===== src/rtl/arith_pkg.sv =====
// Shared definitions for the bit-serial arithmetic operators: FSM state encodings and counter sizing.
// Latency: n/a (package only).
// Backpressure: n/a (package only).
package arith_pkg;

   typedef enum logic [1:0] {
      ST_IDLE  = 2'd0,
      ST_SHIFT = 2'd1,
      ST_DONE  = 2'd2
   } state_t;

   // Bit counter must be able to represent 0..N.
   function automatic int cnt_width(input int n);
      return $clog2(n + 1);
   endfunction

endpackage


===== src/rtl/full_subtractor_1bit.sv =====
// One-bit full subtractor: d = a - b - bin, with borrow out.
// Latency: purely combinational, zero cycles.
// Backpressure: none, no handshake.
// Ports: a (minuend bit), b (subtrahend bit), bin (borrow in) -> d (difference bit), bout (borrow out).
module full_subtractor_1bit (
   input  logic a,
   input  logic b,
   input  logic bin,
   output logic d,
   output logic bout
);

   assign d    = a ^ b ^ bin;
   // Borrow when a<b outright, or when a==b and a borrow is already pending.
   assign bout = (~a & b) | (~(a ^ b) & bin);

endmodule


===== src/rtl/serial_n_bit_subtractor.sv =====
// Bit-serial LSB-first N-bit unsigned subtractor Z = X - Y with borrow-out.
// Latency: start accepted at edge k, done pulses in the cycle after edge k+N; one op per N+2 cycles.
// Backpressure: start is only sampled in IDLE; requests while busy are dropped, not queued.
// Ports: clk, rst (sync active-high), start, X, Y in; busy, done, Z, B_out out (all registered).
module serial_n_bit_subtractor
   import arith_pkg::*;
#(
   parameter int N = 4
) (
   input  logic         clk,
   input  logic         rst,
   input  logic         start,
   input  logic [N-1:0] X,
   input  logic [N-1:0] Y,
   output logic         busy,
   output logic         done,
   output logic [N-1:0] Z,
   output logic         B_out
);

   localparam int            CW       = cnt_width(N);
   localparam logic [CW-1:0] LAST_BIT = CW'(N - 1);

   state_t        r_state;
   state_t        w_state_nxt;
   logic [N-1:0]  r_xs;
   logic [N-1:0]  r_ys;
   logic [N-1:0]  r_zs;
   logic          r_borrow;
   logic [CW-1:0] r_cnt;

   logic          w_d;
   logic          w_bnext;
   logic          w_last;
   logic          w_load;
   logic          w_step;
   logic [N-1:0]  w_res;

   full_subtractor_1bit u_fs (
      .a    (r_xs[0]),
      .b    (r_ys[0]),
      .bin  (r_borrow),
      .d    (w_d),
      .bout (w_bnext)
   );

   // New difference bit enters at the MSB; after N steps bit 0 has reached position 0.
   // Written as a shift of the concatenation so it also holds for N=1.
   assign w_res  = N'({w_d, r_zs} >> 1);
   assign w_last = (r_cnt == LAST_BIT);

   // Next-state and datapath control decode.
   always_comb begin
      w_state_nxt = r_state;
      w_load      = 1'b0;
      w_step      = 1'b0;
      case (r_state)
         ST_IDLE: begin
            if (start) begin
               w_load      = 1'b1;
               w_state_nxt = ST_SHIFT;
            end
         end
         ST_SHIFT: begin
            w_step = 1'b1;
            if (w_last) begin
               w_state_nxt = ST_DONE;
            end
         end
         ST_DONE: begin
            w_state_nxt = ST_IDLE;
         end
         default: begin
            w_state_nxt = ST_IDLE;
         end
      endcase
   end

   // State register; busy/done are flopped from the next state so they track r_state exactly
   // while remaining free of any combinational decode at the port.
   always_ff @(posedge clk) begin
      if (rst) begin
         r_state <= ST_IDLE;
         busy    <= 1'b0;
         done    <= 1'b0;
      end else begin
         r_state <= w_state_nxt;
         busy    <= (w_state_nxt != ST_IDLE);
         done    <= (w_state_nxt == ST_DONE);
      end
   end

   // Shift registers, borrow flop, bit counter and result registers.
   always_ff @(posedge clk) begin
      if (rst) begin
         r_xs     <= '0;
         r_ys     <= '0;
         r_zs     <= '0;
         r_borrow <= 1'b0;
         r_cnt    <= '0;
         Z        <= '0;
         B_out    <= 1'b0;
      end else if (w_load) begin
         r_xs     <= X;
         r_ys     <= Y;
         r_zs     <= '0;
         r_borrow <= 1'b0;
         r_cnt    <= '0;
      end else if (w_step) begin
         r_xs     <= r_xs >> 1;
         r_ys     <= r_ys >> 1;
         r_zs     <= w_res;
         r_borrow <= w_bnext;
         r_cnt    <= r_cnt + CW'(1);
         // Published results only move on the final bit, so Z/B_out hold steady otherwise.
         if (w_last) begin
            Z     <= w_res;
            B_out <= w_bnext;
         end
      end
   end

endmodule

===== config.mk =====
export PLATFORM = sky130hd
export DESIGN_NAME = serial_n_bit_subtractor
export DESIGN_NICKNAME = d
export VERILOG_FILES = /design/src/rtl/arith_pkg.sv /design/src/rtl/full_subtractor_1bit.sv /design/src/rtl/serial_n_bit_subtractor.sv
export SDC_FILE = /design/constraint.sdc
export NUM_CORES = 1
export LEC_CHECK = 0
export CAP_MARGIN = 10
export CORE_AREA = 4 4 49 51
export CTS_CLUSTER_DIAMETER = 200
export DETAILED_ROUTE_END_ITERATION = 6
export DIE_AREA = 0 0 53 55
export GPL_TIMING_DRIVEN = 0
export PLACE_DENSITY_LB_ADDON = 0.15
export SLEW_MARGIN = 20
export SYNTH_ARGS = -nofsm -noshare
export SYNTH_HDL_FRONTEND = slang
export SYNTH_SLANG_ARGS = --single-unit

===== constraint.sdc =====
create_clock -name clk -period 2.1 [get_ports clk]
set_clock_uncertainty 0.2 [all_clocks]
set_input_delay 0.42 -clock clk [delete_from_list [all_inputs] [get_ports clk]]
set_output_delay 0.42 -clock clk [all_outputs]
set_load 0.05 [all_outputs]

Word-level counts from Yosys, hierarchy flattened
Cells that the tools add are included.
- add/subtract/negate cells: 1
- multiply operators: 0
- div/mod/pow operators: 0
- order comparisons: 0
- equality and inequality tests: 3
- shifts and indexed selects: 0
- muxes and demuxes: 10
- bitwise logic cells: 8
- reduce and logical (&&, ||, !) cells: 5
- operators with widths (cell ; number):
    4-bit two-way mux ; 4
    2-bit two-way mux ; 2
    2-bit one-hot mux with 2 select lines ; 1
    2-bit nonzero test ; 2
    3-bit by 1-bit adder with 3-bit output (second input constant) ; 1
    3-bit by 2-bit == test with 1-bit output (second input constant) ; 1
    1-bit two-way mux ; 3
    1-bit inverter ; 3
    3-bit AND reduction ; 1
    1-bit AND ; 2
    2-bit by 1-bit == test with 1-bit output (second input constant) ; 1
    2-bit == test (second input constant) ; 1
    2-bit logical NOT ; 1
    2-bit OR reduction ; 1
    1-bit XOR ; 2
    1-bit bitwise OR ; 1
- register bits: 25
- bits in latches: 0
- memory bits (writable): 0
- memory bits (read-only): 0
- output and inout bits: 7
- memories: 0

Depth between registers and ports, before layout
- word-level depth: 4
- depth in mapped cells: 6
- mapped depth without buffers: 5

By module
From an unflattened synthesis, not the netlist that was laid out.
- cell total of the unflattened synthesis: 114
- area total of the unflattened synthesis: 978.4 µm²
- by module, submodules not included (module ; instances ; cells each ; area each (µm²) ; seq. area each (µm²)):
    serial_n_bit_subtractor ; 1 ; 110 ; 947.2 ; 480.5
    full_subtractor_1bit ; 1 ; 4 ; 31.3 ; 0.0

Worst setup path after synthesis
Ideal clock, no wire load.
- path type: reg2reg
- start point: reg r_cnt[0]
- end point: reg B_out
- setup time: 0.069 ns
- arrival: 1.216 ns
- data required time: 1.831 ns
- path slack: 0.615 ns
- cell stages (with the launch flop): 7
- buffers on the path: 1
- period minus slack after synthesis: 1.485 ns
- path through: dfxtp_1 > ha_1 > ha_1 > buf_12 > nand3b_1 > nand2_1 > a21oi_2
- cells in the longest elaborated chain, start to end: 2
- ends and longest elaborated chain (item ; RTL line ; RTL):
    start, declared ; serial_n_bit_subtractor.sv:30 ; logic [CW-1:0] r_cnt;
    start signal, assigned ; serial_n_bit_subtractor.sv:114 ; r_cnt <= r_cnt + CW'(1);
    3-bit by 2-bit == test with 1-bit output ; serial_n_bit_subtractor.sv:50 ; assign w_last = (r_cnt == LAST_BIT);
    3-bit AND reduction (no line) ; - ;
    end signal, assigned ; serial_n_bit_subtractor.sv:118 ; B_out <= w_bnext;
    end, declared ; serial_n_bit_subtractor.sv:18 ; output logic B_out
No other way between the ends.
A chain may end at the register's enable or synchronous reset.

Final worst setup path
- start point: reg done
- end point: out done
- RTL lines (item ; RTL line ; RTL):
    start, declared ; serial_n_bit_subtractor.sv:16 ; output logic done,
    start signal, assigned ; serial_n_bit_subtractor.sv:89 ; done <= (w_state_nxt == ST_DONE);
No word-level cell between the ends.

==> run metrics <==
critical path's top delay family=buffers and inverters; VDD IR-drop max=0.000485 V; post-synth net total=112; Slew HR=58.8%; Pre-antenna DRT Iters=5; Worst setup SP type=register; largest net degree at the start of global routing=14; Skew-Pair Late Insertion Delay=0.31 ns; Synth cell types=25; row cnt=16; crit path max-delay cell type=clkdlybuf4s50_1; switch share=24.4%; cells along the critical path=clkdlybuf4s50_1; TritonCTS clock tree=done; ANT nets after route=0; pwr dens=677 nW/um2; clock buffer count from CTS=3; worst r2r dst=Z[1]; Max FO, Critical Path=1; pins over their slew limit=0; Hold Violations, Final=0; final setup fails=0; gr ovfl total=0; Final min period=2.05 ns; part of the power in registers=57.5%; number of max-cap violations=0; DRC=0; Starting Density=52.2%; placed cell areas=1220 um2; post-route cell area=1250 um2; Total GRT Usage=16.5%; post-synthesis register bit count=24; worst-case clock buffer depth=2; vias in the first global route=740; ratio of cells with drive above 1 in the final layout=20.2%; Die Wd=53 um; switching power=207 uW; root buffer cell=clkbuf_4; hold buffers post-CTS=0; port bufs=17; # H-tree levels=1; most frequent cells in the layout=dfxtp_1, nor2_1, clkdlybuf4s50_1; crit path launch=done; combinational power share=13.9%; final WL=1.94 mm; Power, Total=850 uW; Final nets=134; kind of critical path=reg -> out; reg2reg path depth=6; placed cells=142; initial antenna violation count=0; clock sink count=24; Tcrit/Tclk final=97.7%; Worst Setup EP=done; DP Wirelength=1.39 mm; Placer Congestion=0.726; Worst path max stage delay=0.79 ns; FF-to-FF Start=r_cnt[0]; Fin Setup TNS=0 ns; FMAX=487 MHz; Synth Instances=98; Vias/cell=5.36; synth warn=0; CP arrival=1.43 ns; hold slack=0.273 ns; commonest non-fill, non-tap cell in the layout=dfxtp_1; first-pass GRT wire length=3.38 mm; Ant. Diodes=0; post-detailed-route wirelength per cell=13.3 um; area grow syn2layout=23.8%; core area=1940 um2; setup repair after global routing missed its margin=false; status=finished clean; Crit. End Element=output port; worst min-delay path class=reg -> reg; io pins=18; DR iter-0 viols=16; sequential area share after synthesis=47.4%; clock-pin slew on the worst setup and hold paths=0.12 ns; Pleak=0.000507 uW; Netlist Area Pre-Place=1010 um2; R2R Setup Slk=0.47 ns; die footprint=2920 um2; CP Data Required Time=1.48 ns; CP Buf/Inv Count=1; via count=783; Clk pwr share=28.6%; Critical Path Stages=1; Int Pwr=643 uW; Worst-Margin Slew=0.618 ns; Post-Syn Area per Cell=10.3 um2; post-route insts no fill=146; die height=55 um
## worst min-delay path by stage
stage | cells after the start | slack [ns] | start | end
finish | 2 | 0.27 | r_zs[1] | Z[0]
global route | 2 | 0.30 | r_zs[1] | Z[0]
CTS | 2 | 0.28 | r_zs[1] | Z[0]
detailed placement | 2 | 0.26 | r_zs[1] | Z[0]
global placement | 2 | 0.25 | r_zs[1] | Z[0]
floorplan | 2 | 0.24 | r_zs[1] | Z[0]
## per-stage QoR
stage               setup slack [ns]  utilization [%]
finish                        0.0475             64.6
global route                 0.00108             64.6
CTS                          0.00106             64.4
detailed placement            0.0428             62.7
global placement              0.0472             62.7
floorplan                      0.615                -
## sequential cells by signal, summed over array words and instances (netlist names)
name	flops
B_out	1
Z	4
busy	1
done	1
r_borrow	1
r_cnt	3
r_state	2
r_xs	4
r_ys	4
r_zs	3
## cells by family after synthesis
family / synth area share, %
adder cells (fa/ha/maj): 4.44
AND/OR/NAND/NOR: 14.9
AO/OA/AOI/OAI: 22.7
buffers and inverters: 9.51
flip-flops: 47.4
multiplexers: 0.988
## synthesized netlist by cell type
cell type | instances | area share [%]
a2bb2oi_1 | 2 | 1.7
a21oi_2 | 4 | 3.5
inv_1 | 8 | 3.0
buf_12 | 2 | 4.0
dfxtp_1 | 24 | 47
nand3b_1 | 1 | 0.74
buf_1 | 1 | 0.37
a211oi_1 | 1 | 0.74
ha_1 | 2 | 2.5
nand2_1 | 5 | 1.9
or2b_1 | 1 | 0.74
o221a_2 | 6 | 6.7
fa_1 | 1 | 2.0
buf_4 | 1 | 0.74
a21oi_1 | 7 | 3.5
buf_6 | 1 | 1.1
nor2_1 | 15 | 5.6
a311oi_2 | 1 | 1.5
nand3_2 | 4 | 4.0
nor2b_4 | 1 | 1.4
nor3b_1 | 1 | 0.74
mux2i_1 | 1 | 0.99
a22oi_1 | 6 | 4.4
o21bai_1 | 1 | 0.74
clkbuf_1 | 1 | 0.37
## power groups by stage
stage               registers, uW  logic, uW  clock network [uW]
floorplan                     501       74.6                   0
global placement              498        115                   0
detailed placement            499        118                   0
CTS                           489        119                 247
global route                  492        130                 267
finish                        489        118                 243
## per-layer routing
metal / vias to the layer above / global-route usage (%) / wire length, um
li1: 389 / - / -
met1: 369 / 21.1 / 889
met2: 20 / 25.6 / 911
met3: 5 / 2.41 / 87
met4: 0 / 11.5 / 54
met5: - / 0 / 0
## final cells by class
| type | instances | area [um2] |
|---|---|---|
| Inverter | 8 | 30.0 |
| Tap cell | 27 | 33.8 |
| Fill cell | 172 | 687 |
| Clock buffer | 4 | 36.3 |
| Buffer | 6 | 66.3 |
| Timing Repair Buffer | 17 | 171 |
| Sequential cell | 24 | 480 |
| Multi-Input combinational cell | 60 | 437 |
## timing repair
item                       CTS  global route
setup endpoints to repair    3             2
gates resized for setup      3             2
buffers inserted             0             0
Power figures use the tool's default switching activity.
